`config.mk`:
```
export PLATFORM = sky130hd
export DESIGN_NAME = pipe_stage_elastic
export DESIGN_NICKNAME = d
export VERILOG_FILES = /design/src/rtl/pipe_stage_elastic.sv
export SDC_FILE = /design/constraint.sdc
export NUM_CORES = 1
export LEC_CHECK = 0
export CAP_MARGIN = 20
export CORE_AREA = 2 2 132 134
export CTS_BUF_LIST = sky130_fd_sc_hd__clkbuf_4 sky130_fd_sc_hd__clkbuf_8 sky130_fd_sc_hd__clkbuf_16
export CTS_CLUSTER_SIZE = 40
export DETAILED_ROUTE_END_ITERATION = 6
export DIE_AREA = 0 0 134 136
export GPL_TIMING_DRIVEN = 0
export PLACE_DENSITY = 0.75
export SLEW_MARGIN = 20
export SYNTH_ARGS = -nofsm -noshare
export SYNTH_HDL_FRONTEND = slang
export SYNTH_SLANG_ARGS = --single-unit
export TNS_END_PERCENT = 100
```
`constraint.sdc`:
```
create_clock -name clock -period 2.1 [get_ports clock]
set_clock_uncertainty 0.05 [all_clocks]
set_input_delay 0.315 -clock clock [delete_from_list [all_inputs] [get_ports clock]]
set_output_delay 0.315 -clock clock [all_outputs]
set_load 0.01 [all_outputs]
```
`src/rtl/pipe_stage_elastic.sv`:
```
// Elastic pipeline register: DEPTH valid/ready slots; empty slots always carry a zero control field.
// Optional STALL_COUNT_EN macro adds saturating stall/bubble cycle counters.
module pipe_stage_elastic #(
  parameter int DATA_W = 138,
  parameter int CTRL_W = 10,
  parameter int DEPTH  = 1
) (
  input  logic              clock,
  input  logic              reset_n,
  input  logic              in_valid,
  output logic              in_ready,
  input  logic [DATA_W-1:0] in_data,
  input  logic [CTRL_W-1:0] in_ctrl,
  input  logic              flush,
  output logic              out_valid,
  input  logic              out_ready,
  output logic [DATA_W-1:0] out_data,
  output logic [CTRL_W-1:0] out_ctrl,
  output logic [15:0]       stall_cnt,
  output logic [15:0]       bubble_cnt
);

  logic [DEPTH-1:0]  valid_q;
  logic [CTRL_W-1:0] ctrl_q [DEPTH];
  logic [DATA_W-1:0] data_q [DEPTH];

  logic [DEPTH-1:0]  adv;
  logic [DEPTH-1:0]  src_valid;
  logic [CTRL_W-1:0] src_ctrl [DEPTH];
  logic [DATA_W-1:0] src_data [DEPTH];

  // A slot may advance when the output drains or any slot at or beyond it is empty.
  always_comb begin
    adv = '0;
    for (int i = 0; i < DEPTH; i++) begin
      adv[i] = out_ready;
      for (int j = i; j < DEPTH; j++) begin
        if (!valid_q[j]) adv[i] = 1'b1;
      end
    end
  end

  always_comb begin
    src_valid   = '0;
    src_valid[0] = in_valid;
    src_ctrl[0]  = in_ctrl;
    src_data[0]  = in_data;
    for (int i = 1; i < DEPTH; i++) begin
      src_valid[i] = valid_q[i-1];
      src_ctrl[i]  = ctrl_q[i-1];
      src_data[i]  = data_q[i-1];
    end
  end

  genvar g;
  generate
    for (g = 0; g < DEPTH; g++) begin : g_slot
      always_ff @(posedge clock or negedge reset_n) begin
        if (!reset_n) begin
          valid_q[g] <= 1'b0;
          ctrl_q[g]  <= '0;
          data_q[g]  <= '0;
        end else if (flush) begin
          valid_q[g] <= 1'b0;
          ctrl_q[g]  <= '0;
        end else if (adv[g]) begin
          valid_q[g] <= src_valid[g];
          if (src_valid[g]) begin
            ctrl_q[g] <= src_ctrl[g];
            data_q[g] <= src_data[g];
          end else begin
            ctrl_q[g] <= '0;
          end
        end
      end
    end
  endgenerate

  assign in_ready  = adv[0] & ~flush;
  assign out_valid = valid_q[DEPTH-1];
  assign out_data  = data_q[DEPTH-1];
  assign out_ctrl  = ctrl_q[DEPTH-1];

`ifdef STALL_COUNT_EN
  logic [15:0] stall_q;
  logic [15:0] bubble_q;

  always_ff @(posedge clock or negedge reset_n) begin
    if (!reset_n) begin
      stall_q  <= '0;
      bubble_q <= '0;
    end else begin
      if (out_valid && !out_ready && stall_q != 16'hFFFF) stall_q <= stall_q + 16'd1;
      if (!out_valid && bubble_q != 16'hFFFF) bubble_q <= bubble_q + 16'd1;
    end
  end

  assign stall_cnt  = stall_q;
  assign bubble_cnt = bubble_q;
`else
  assign stall_cnt  = 16'h0000;
  assign bubble_cnt = 16'h0000;
`endif

endmodule

```
==> run metrics, run 1 <==
core outline area=16900 sq um; PwrDens=approximately 870 nW/um^2; initial antenna violation count=0; Highest Clock Rate=487 MHz; root buf cell=clkbuf_16; RSZ-0062 raised after global routing=no; max-cap violations=0; Via-to-Cell Ratio=4.39; DP Area=9350 sq um; Iter 0 DRT Violations=117; hpwl dp=12400 um; mux contribution to synthesized area=between 20% and 30%; drt wl/cell=approximately 17 um; largest net degree at the start of global routing=92; vias in the first global route=4630; Crit path largest cell delay=between 0.5 and 0.6 ns; adder-cell share of the synthesized area=0%; layout cells sized above 1=30.1%; Hold WC Path Type=primary input to register; total power=0.00864 W; routability cong.=0.763; CP arrival=1.69 ns; simple-gate share of the synthesized area=under 10%; # diodes=0; Num CTS Buffers=17; Post-DRT Antenna Nets=0; I/O Pins=335; Yosys cell types=15; Leak=4.20 nW; Slew Limit Fails=0; flops & latches, synth=149; Place WS=-0.166 ns; kind of critical path=primary input to output pin; critical-path cell with the highest stage delay=clkdlybuf4s50_1; largest family of logic cells by synthesized area=multiplexers; worst path cell trace=clkdlybuf4s50_1, clkbuf_4, nor2_1, clkdlybuf4s50_1; fin nets=884; final hold viol count=0; input/output buffers=about 300; Final Util=58.8%; Site Rows=48; status=finished, final reports clean; Buf/Inv on CP=3; worst slew pin tran=0.683 ns; Synth Area per Inst=approximately 16 sq um; cell taking the most area after synthesis=dfrtp_1; post-route minimum period=2.06 ns; Synth Area in XOR/XNOR=0%; register area share after synthesis=63.3%; WHS=0.429 ns; CTS clock-pin slew for the worst setup and hold paths=0.05 ns; Synth Cell Area=just under 6000 sq um; CTS tree=yes; drc violations=0; Critical Path Most Common Cell=clkdlybuf4s50_1; Synth top area share=63.3%; synthesis-to-finish area growth=68.4%; # H-tree levels=4; Clock Latency Late Sink=approximately 0.41 ns; peak supply drop=between 0.4 and 0.5 mV; die area=18200 sq um; final setup margin=0.0447 ns; die span in x=between 100 and 150 um; Initial Util=34.9%; Clock Sinks=149; CP Max Fanout=10; Synth Warn #=0; top cells by area, synth=dfrtp_1 (63%), mux2_2 (26%), buf_4 (4.1%), buf_6 (2.7%), a21oi_1 (0.85%); Total Routing Usage GR=17.7%; WL final=16100 um; total iterations of the first detailed-routing run=4; GRT overflow=0; compound-gate portion of the synthesized area=less than 1%; first-pass GRT wire length=~25000 um; FF+latch area=3730 sq um; Worst Path Required=around 1.7 ns; multi-input logic area=1860 sq um; Worst setup SP type=primary input; Synth Instances=375; slew margin rel.=54.4%; crit end category=output pin; cell area after layout=9920 sq um; setup violators final=0; CP delay by family, top=buffers and inverters; via count=4254; FILL cells=1347; clk buf depth=2; die height=136 um; Final Cycle Share=97.9%
## area by class of cell
class	count	area share (%)
timing repair buffer	307	31.1
sequential	149	37.6
multi-input combinational	206	18.8
clock inverter	8	0.530
clock buffer	23	4.93
tap	225	2.84
buffer	50	4.21
## power breakdown
group	internal [W]	switching (W)	total (W)	leakage, nW
Combinational	0.00147	0.000796	0.00227	2.16
Sequential	0.00334	0.000250	0.00359	1.77
Clock	0.00163	0.00115	0.00278	0.269
## repair_timing
| item | in CTS | in global routing |
|---|---|---|
| resized for setup | 1 | 2 |
| hold endpoints to repair | 90 | 0 |
| setup endpoints to repair | 1 | 1 |
| hold buffers | 1 | 0 |
| buffers inserted | 0 | 3 |
## cell usage after synthesis
library cell,instances
nor3b_4,1
conb_1,1
clkbuf_1,3
a21oi_1,10
buf_1,1
nor2b_4,1
nor2_1,3
nand3_1,10
dfrtp_1,149
nand2_1,10
buf_2,1
buf_4,32
nand2b_1,1
mux2_2,138
buf_6,14
## flip-flops by register name (all words and copies together), names as in the netlist
register	count
out_valid	1
out_data	138
out_ctrl	10
## worst paths after layout
path	startpoint	endpoint	slack [ns]	cells after the start
min in group asynchronous	reset_n	out_data[99]$_DFFE_PN0P_	0.46	2
setup / recovery	flush	in_ready	0.04	4
setup reg to reg	out_valid$_DFFE_PN0P_	out_data[41]$_DFFE_PN0P_	0.16	6
hold reg to reg	out_data[14]$_DFFE_PN0P_	out_data[14]$_DFFE_PN0P_	0.45	1
hold / removal	in_ctrl[7]	out_ctrl[7]$_DFFE_PN0P_	0.43	3
max in group asynchronous	reset_n	out_data[132]$_DFFE_PN0P_	0.80	3
## cell usage in the layout (no fill, tap or decap), types with 4 or more instances in the layout
cell and count:
clkbuf_4 4, mux2_2 138, clkinv_2 4, nand2_1 10
clkdlybuf4s50_1 301, buf_6 14, a21oi_1 10, dfrtp_1 149
conb_1 32, clkbuf_16 17, buf_4 35, nand3_1 10
## cells by family after synthesis
group | Yosys count
mux | 138
other cells | 1
flops | 149
simple gates | 26
compound gates | 10
buf+inv | 51
## per-stage QoR
step,setup TNS (ns),std cells
after floorplan,0,406
after global placement,-769.47,933
after detailed placement,-7.40,934
after CTS,0,965
after global routing,0,968
final,0,968
## per-layer routing
layer / GRT usage [%] / part of all wire, % / vias to the layer above
li1: - / - / 1946
met1: 19.7 / 37 / 2086
met2: 30.9 / 52 / 197
met3: 6.97 / 8.7 / 25
met4: 6.26 / 2.3 / 0
met5: 0 / 0 / -
## worst register-to-register path, cell delays in order (launching register included)
cell,delay (ns)
dfrtp_1,0.40
nor2b_4,0.17
buf_4,0.15
nor3b_4,0.26
buf_6,0.24
buf_6,0.19
mux2_2,0.35
(Power assumes the default switching activity.)
==> run 2, diff against run 1 <==
- TNS_END_PERCENT: 100 -> 10
==> results of run 2 <==
The final DEF is identical to that of run 1; final timing and power are the same.
